### config.mk
export PLATFORM = sky130hd
export DESIGN_NAME = dmem_arbiter
export DESIGN_NICKNAME = d
export VERILOG_FILES = /design/src/rtl/dmem_pkg.sv /design/src/rtl/dmem_lane_fmt.sv /design/src/rtl/dmem_arbiter.sv
export SDC_FILE = /design/constraint.sdc
export NUM_CORES = 1
export LEC_CHECK = 0
export CELL_PAD_IN_SITES_DETAIL_PLACEMENT = 0
export CELL_PAD_IN_SITES_GLOBAL_PLACEMENT = 1
export CORE_ASPECT_RATIO = 0.7
export CORE_MARGIN = 5
export CORE_UTILIZATION = 35
export DETAILED_ROUTE_END_ITERATION = 7
export PLACE_DENSITY = 0.85
export SYNTH_ARGS = -nofsm -noshare
export SYNTH_HDL_FRONTEND = slang
export SYNTH_SLANG_ARGS = --single-unit
### constraint.sdc
create_clock -name clk -period 4.55 [get_ports clk]
set_input_delay 1.365 -clock clk [delete_from_list [all_inputs] [get_ports clk]]
set_output_delay 1.365 -clock clk [all_outputs]
set_load 0.01 [all_outputs]
### src/rtl/dmem_pkg.sv
// dmem_pkg: shared types and constants for the data-memory arbiter.
//   arb_state_t : per-access FSM states
//   grant_t     : which requester owns the current access
//   F3_*        : RV32 load/store func3 width codes
//   LANES       : byte lanes in one 32-bit RAM word
`timescale 1ns/1ps
package dmem_pkg;

  typedef enum logic [1:0] {IDLE, ISSUE, WAIT, DONE} arb_state_t;
  typedef enum logic {GNT_CORE, GNT_LDR} grant_t;

  localparam logic [2:0] F3_B  = 3'b000;
  localparam logic [2:0] F3_H  = 3'b001;
  localparam logic [2:0] F3_W  = 3'b010;
  localparam logic [2:0] F3_BU = 3'b100;
  localparam logic [2:0] F3_HU = 3'b101;

  localparam int LANES = 4;

endpackage

### src/rtl/dmem_lane_fmt.sv
// dmem_lane_fmt: combinational byte-lane formatter for one RAM word.
// Ports:
//   func3      in  : RV32 load/store width code
//   is_write   in  : 1 = store, 0 = load (BU/HU codes only mean something for loads)
//   addr_lo    in  : byte offset within the word
//   wdata      in  : LSB-aligned store data
//   rdata      in  : raw RAM word
//   we         out : byte write enables for a store
//   wdata_sh   out : store data replicated onto every lane
//   rdata_ext  out : selected load data, sign- or zero-extended
//   misaligned out : halfword at odd address or word not on a word boundary
// Unknown func3 codes fall through to full-word behaviour; a misaligned
// halfword/word is force-aligned by simply ignoring the low address bits.
`timescale 1ns/1ps
module dmem_lane_fmt
  import dmem_pkg::*;
(
  input  logic [2:0]       func3,
  input  logic             is_write,
  input  logic [1:0]       addr_lo,
  input  logic [31:0]      wdata,
  input  logic [31:0]      rdata,
  output logic [LANES-1:0] we,
  output logic [31:0]      wdata_sh,
  output logic [31:0]      rdata_ext,
  output logic             misaligned
);

  logic       is_byte;
  logic       is_half;
  logic [7:0] rd_byte;
  logic [15:0] rd_half;

  // Decode the access width, then build lane enables, replicated store
  // data and the extended load value for that width.
  always_comb begin
    is_byte    = (func3 == F3_B) || (!is_write && func3 == F3_BU);
    is_half    = (func3 == F3_H) || (!is_write && func3 == F3_HU);
    rd_byte    = rdata[8*addr_lo +: 8];
    rd_half    = addr_lo[1] ? rdata[31:16] : rdata[15:0];
    we         = 4'b1111;
    wdata_sh   = wdata;
    rdata_ext  = rdata;
    misaligned = 1'b0;
    if (is_byte) begin
      we        = 4'b0001 << addr_lo;
      wdata_sh  = {4{wdata[7:0]}};
      rdata_ext = func3[2] ? {24'h0, rd_byte} : {{24{rd_byte[7]}}, rd_byte};
    end else if (is_half) begin
      we         = addr_lo[1] ? 4'b1100 : 4'b0011;
      wdata_sh   = {2{wdata[15:0]}};
      rdata_ext  = func3[2] ? {16'h0, rd_half} : {{16{rd_half[15]}}, rd_half};
      misaligned = addr_lo[0];
    end else begin
      misaligned = |addr_lo;
    end
  end

endmodule

### src/rtl/dmem_arbiter.sv
// dmem_arbiter: shares one single-port fixed-latency data RAM between the
// core MEM stage and a word-wide loader port, with round-robin arbitration.
// Ports:
//   clk, rstN                     : clock, asynchronous active-low reset
//   core_read/core_write          : core request levels, held until core_ready
//   core_func3/addr/wdata         : core access width, byte address, store data
//   core_rdata/core_ready         : formatted load data and completion pulse
//   core_err                      : misalignment trap pulse (optional build)
//   ldr_valid/write/addr/wdata    : loader word request
//   ldr_rdata/ldr_ready           : loader read data and completion pulse
//   mem_en/we/addr/wdata/rdata    : RAM macro interface
// Optional feature: define DMEM_MISALIGN_TRAP_EN to add core_err and reject
// misaligned halfword/word core accesses instead of force-aligning them.
`timescale 1ns/1ps
module dmem_arbiter
  import dmem_pkg::*;
#(
  parameter int ADDR_WIDTH  = 12,
  parameter int DATA_WIDTH  = 32,
  parameter int MEM_LATENCY = 1
) (
  input  logic                  clk,
  input  logic                  rstN,
  input  logic                  core_read,
  input  logic                  core_write,
  input  logic [2:0]            core_func3,
  input  logic [31:0]           core_addr,
  input  logic [DATA_WIDTH-1:0] core_wdata,
  output logic [DATA_WIDTH-1:0] core_rdata,
  output logic                  core_ready,
`ifdef DMEM_MISALIGN_TRAP_EN
  output logic                  core_err,
`endif
  input  logic                  ldr_valid,
  input  logic                  ldr_write,
  input  logic [ADDR_WIDTH-1:0] ldr_addr,
  input  logic [DATA_WIDTH-1:0] ldr_wdata,
  output logic [DATA_WIDTH-1:0] ldr_rdata,
  output logic                  ldr_ready,
  output logic                  mem_en,
  output logic [LANES-1:0]      mem_we,
  output logic [ADDR_WIDTH-1:0] mem_addr,
  output logic [DATA_WIDTH-1:0] mem_wdata,
  input  logic [DATA_WIDTH-1:0] mem_rdata
);

`ifdef DMEM_MISALIGN_TRAP_EN
  localparam logic TRAP_EN = 1'b1;
`else
  localparam logic TRAP_EN = 1'b0;
`endif

  localparam logic [2:0] CNT_INIT = 3'(MEM_LATENCY - 1);

  arb_state_t state;
  grant_t     last_grant;
  grant_t     gnt;
  logic       wr_q;
  logic [2:0] func3_q;
  logic [1:0] lo_q;
  logic [2:0] cnt;
  logic       trap_q;
  logic       err_pulse;

  logic       core_req;
  logic       pick_core;
  logic [2:0] f_func3;
  logic       f_wr;
  logic [1:0] f_lo;
  logic [31:0] f_wdata;
  logic [LANES-1:0] f_we;
  logic [31:0] f_wdata_sh;
  logic [31:0] f_rdata_ext;
  logic       f_misaligned;

  // Byte address bits above the RAM's reach are ignored by design.
  logic unused_addr_bits;
  assign unused_addr_bits = ^core_addr[31:ADDR_WIDTH+2];

`ifdef DMEM_MISALIGN_TRAP_EN
  assign core_err = err_pulse;
`else
  logic unused_err;
  assign unused_err = err_pulse;
`endif

  // Round-robin: a lone requester wins; on a tie the side that did not
  // win last time goes first (core wins the first tie after reset).
  assign core_req  = core_read | core_write;
  assign pick_core = core_req && (!ldr_valid || last_grant == GNT_LDR);

  // The formatter sees the candidate request while idle (to build the
  // store lanes registered into ISSUE) and the latched access afterwards
  // (to extract the load data). Loader traffic is always an aligned word.
  always_comb begin
    f_func3 = func3_q;
    f_wr    = wr_q;
    f_lo    = lo_q;
    f_wdata = '0;
    if (state == IDLE) begin
      if (pick_core) begin
        f_func3 = core_func3;
        f_wr    = core_write;
        f_lo    = core_addr[1:0];
        f_wdata = core_wdata;
      end else begin
        f_func3 = F3_W;
        f_wr    = ldr_write;
        f_lo    = 2'b00;
        f_wdata = ldr_wdata;
      end
    end
  end

  dmem_lane_fmt u_fmt (
    .func3      (f_func3),
    .is_write   (f_wr),
    .addr_lo    (f_lo),
    .wdata      (f_wdata),
    .rdata      (mem_rdata),
    .we         (f_we),
    .wdata_sh   (f_wdata_sh),
    .rdata_ext  (f_rdata_ext),
    .misaligned (f_misaligned)
  );

  // Per-access FSM. Every output is a register: mem_en/mem_we are set on
  // entry to ISSUE so they are high for exactly the ISSUE cycle, and the
  // ready pulses are set on entry to DONE so they are high during DONE.
  always_ff @(posedge clk or negedge rstN) begin
    if (!rstN) begin
      state      <= IDLE;
      last_grant <= GNT_LDR;
      gnt        <= GNT_CORE;
      wr_q       <= 1'b0;
      func3_q    <= '0;
      lo_q       <= '0;
      cnt        <= '0;
      trap_q     <= 1'b0;
      err_pulse  <= 1'b0;
      core_rdata <= '0;
      core_ready <= 1'b0;
      ldr_rdata  <= '0;
      ldr_ready  <= 1'b0;
      mem_en     <= 1'b0;
      mem_we     <= '0;
      mem_addr   <= '0;
      mem_wdata  <= '0;
    end else begin
      mem_en     <= 1'b0;
      mem_we     <= '0;
      core_ready <= 1'b0;
      ldr_ready  <= 1'b0;
      err_pulse  <= 1'b0;
      case (state)
        IDLE: begin
          if (core_req || ldr_valid) begin
            gnt       <= pick_core ? GNT_CORE : GNT_LDR;
            wr_q      <= f_wr;
            func3_q   <= f_func3;
            lo_q      <= f_lo;
            mem_addr  <= pick_core ? core_addr[ADDR_WIDTH+1:2] : ldr_addr;
            mem_wdata <= f_wdata_sh;
            trap_q    <= f_misaligned & TRAP_EN;
            if (!(f_misaligned & TRAP_EN)) begin
              mem_en <= 1'b1;
              if (f_wr) mem_we <= f_we;
            end
            state <= ISSUE;
          end
        end
        ISSUE: begin
          if (trap_q) begin
            core_ready <= 1'b1;
            err_pulse  <= 1'b1;
            core_rdata <= '0;
            state      <= DONE;
          end else if (wr_q) begin
            core_ready <= (gnt == GNT_CORE);
            ldr_ready  <= (gnt == GNT_LDR);
            state      <= DONE;
          end else begin
            cnt   <= CNT_INIT;
            state <= WAIT;
          end
        end
        WAIT: begin
          if (cnt == 3'd0) begin
            if (gnt == GNT_CORE) begin
              core_rdata <= f_rdata_ext;
              core_ready <= 1'b1;
            end else begin
              ldr_rdata <= f_rdata_ext;
              ldr_ready <= 1'b1;
            end
            state <= DONE;
          end else begin
            cnt <= cnt - 3'd1;
          end
        end
        DONE: begin
          last_grant <= gnt;
          state      <= IDLE;
        end
        default: state <= IDLE;
      endcase
    end
  end

endmodule

==> flow_summary.toml, run 1 <==
[final_layout]
layout-drive-gt1-share_pct = 11.6
nFillCells = 1756
multi_input_area_mm2 = 0.00326
antennaDiodeCount = 0
area_delta_synth_final_pct = 49.0
postLayoutCellArea_mm2 = 0.0101
fin_cells = 1208
register_area_mm2 = 0.00320
fin_util_pct = 53.2
final_nets = 1109

[clocking]
clkTransAtPathRegs_ns = 0.06
cts_tree = "yes"
clockBufferDepth = 2
root_buffer = "clkbuf_16"
postCtsSetupRepairBufs = 0
ctsResizeCount = 0
cts_max_level = 4
cts-hold-fix-buffers = 0
clk_latency_ns = 0.42
cts_made_buffers = 17
cts_sinks = 128

[route]
drc = 0
initialDrtViolationCount = 456
ant_nets = 0
viasPerCell = 5.19
post_drt_wl_per_cell_um = 18.9
dr.pass1.iters = 5
via_count = 6265
totalWireLength_um = 22800

[power_and_ir_drop]
peakVddDrop_v = 0.000337
p_int_mw = 4.26
power_switching_mw = 2.86
p_leak_nw = 4.27
switching_share_pct = 40.2
pwr-share-seq_pct = 28.4
power_frac_clock_pct = 18.7
power_frac_comb_pct = 52.9
powerDensity_mw_per_mm2 = 707

[synth]
synth_area_leader_cell = "dfrtp_1"
synth.most_common_cell = "dfrtp_1"
synth.net_count = 863
synth_xor_xnor_area_share_pct = 0
synth_edf_count = 0
synth_mux_area_share_pct = 12.1
ys_types = 54
synth-simple-area-share_pct = 16.2
syn_avg_cell_area_um2 = 9.55
synth_compound_area_share_pct = 18.2
synth-seq-cells = 128
synth_ff_type = "dfrtp_1"
synth.top_cells.by_count = "127 x dfrtp_1, 126 x nand2_1, 57 x nor2_1"
ys_warn_count = 0
synth_fa_ha_area_share_pct = 1.30
synth_top_cells_by_area = "dfrtp_1 47%, mux2i_1 7.1%, nand2_1 7.0%, o21ai_0 3.3%, nor2_1 3.2%"
synthesis.area_mm2 = 0.00675
synth_top_family_by_area = "compound AO/OA/AOI/OAI gates"
synth_cells = 707
synth_top_area_share_pct = 47.1
synth-async-reset-ratio_pct = 100
ys_seq_area_share_pct = 47.5

[floorplanning]
num_rows = 42
fp.dieH_um = 126
ios = 264
start_util_pct = 35.7
die_w_um = 176
core_mm2 = 0.0189
die_area_mm2 = 0.0222

[setup_path]
crit_type = "in -> reg"
start_kind = "input port"
cp_max_fo = 12
crit_arrival_ns = 4.27
critPathLaunch = "ldr_valid"
r2r_start = "state[0]$_DFFE_PN0P_"
cp-end-kind = "flip-flop"
cp.required_ns = 4.88

[sta]
setup-tns-final_ns = 0
setup_slack_ns = 0.611
maxSlewHeadroom_pct = 33.6
finalSetupViolCount = 0
fin_skew_ns = 0.0119
clock.fmax_mhz = 254
hold_viol_final = 0
period_needed_ns = 3.94
rsz0062_at_grt = "false"
worst_slew_pin_slew_ns = 0.992
slew_violations = 0
finalCritPeriodShare_pct = 86.6

[job]
cap_violations = 0

[global_routing]
grt_pass1_wl_um = 35700
grt_max_degree = 74
antenna_found_initial = 2
overflow = 0
grt_use_total_pct = 20.5
grt_pass1_vias = 6250

[placed_design]
portBuffers = 245
place_hpwl_um = 17200
pre_cts_slack_ns = 0.293
dp_cells = 1176
dpl_cell_area_mm2 = 0.00949
gp_congestion = 0.825

[min_path]
hold_class = "reg -> reg"
hp-start = "mem_wdata[17]$_DFFE_PN0P_"

[outcome]
outcome = "finished, final reports clean"
-- stage by stage --
step	hold slack (ns)	total power, mW
final	0.480	7.12
after global routing	0.505	7.63
after CTS	0.484	7.17
after detailed placement	0.470	5.80
after global placement	0.462	5.74
after floorplan	0.449	4.06
-- cells by family (layout without fill, tap and decap cells) --
| family | after synthesis | count (layout) |
|---|---|---|
| adders and majority gates | 7 | 7 |
| buffers and inverters | 62 | 321 |
| DFF | 128 | 128 |
| AOI/OAI and AO/OA | 185 | 185 |
| muxes | 77 | 77 |
| and+or+nand+nor | 248 | 248 |
-- final cells by class --
type | instances | share of cell area, %
well taps | 242 | 3.01
clock inverters | 15 | 1.48
repair buffers | 273 | 26.5
multi-input cells | 517 | 32.4
inverters | 16 | 0.597
clock buffers | 17 | 4.23
flip-flops and latches | 128 | 31.8
-- per-layer routing --
layer | GRT usage (%) | up-vias | routed length, um
met5 | 0 | - | 7
met4 | 4.22 | 2 | 218
li1 | - | 3019 | -
met3 | 7.91 | 18 | 2300
met1 | 29.5 | 2992 | 10600
met2 | 29.3 | 234 | 9710
-- power groups by stage --
stage	Combinational [mW]	Sequential [mW]	Clock, mW
6_report	3.76	2.02	1.33
3_3_place_gp	3.72	2.02	0
4_1_cts	3.79	2.02	1.36
5_1_grt	4.11	2.10	1.42
2_1_floorplan	1.85	2.21	0
3_5_place_dp	3.77	2.03	0
-- sequential cells by signal (all words and copies together) (netlist names), 3 cells and up --
| signal | count |
|---|---|
| ldr_rdata | 32 |
| func3_q | 3 |
| mem_addr | 12 |
| cnt | 3 |
| core_rdata | 32 |
| mem_we | 4 |
| mem_wdata | 32 |
-- worst max-delay path, cell delays in order --
cell	delay [ns]
clkdlybuf4s50_1	0.56
nand2b_1	0.47
a21oi_1	0.19
o21a_1	0.22
nor2_1	0.76
a222oi_1	0.32
buf_4	0.24
o21ai_1	0.13
-- cell usage in the layout, fill, tap and decap left out, types with 4 or more instances in the layout --
cell type,n
buf_4,28
a21oi_2,10
nand2_1,126
nor2_1,56
inv_1,16
ha_1,7
mux2_2,18
nor3_1,9
nor2b_1,4
nand3_1,25
dfrtp_1,127
a22oi_1,8
clkbuf_16,17
a21oi_1,38
a31oi_1,16
mux2_1,10
o21ai_1,21
o21ai_0,44
a22o_1,5
a222oi_1,5
nand4_1,8
a211oi_1,10
inv_6,7
a311oi_1,4
mux2i_1,48
clkdlybuf4s50_1,244
-- worst paths after layout --
kind / endpoint / slack [ns] / cells past startpoint
max in group asynchronous: ldr_rdata[7]$_DFFE_PN0P_ / 2.68 / 2
min reg2reg: mem_wdata[17]$_DFFE_PN0P_ / 0.48 / 2
max reg2reg: ldr_rdata[7]$_DFFE_PN0P_ / 1.14 / 9
min: mem_wdata[17]$_DFFE_PN0P_ / 0.48 / 2
max: ldr_rdata[7]$_DFFE_PN0P_ / 0.61 / 8
min in group asynchronous: core_rdata[27]$_DFFE_PN0P_ / 0.94 / 1
Power figures use the tool's default switching activity.
==> run 2: changes to the inputs <==
Settings changed: SKIP_CTS_REPAIR_TIMING set to 1.
==> results of run 2 <==
Final layout, timing and power as in run 1 (identical DEF).
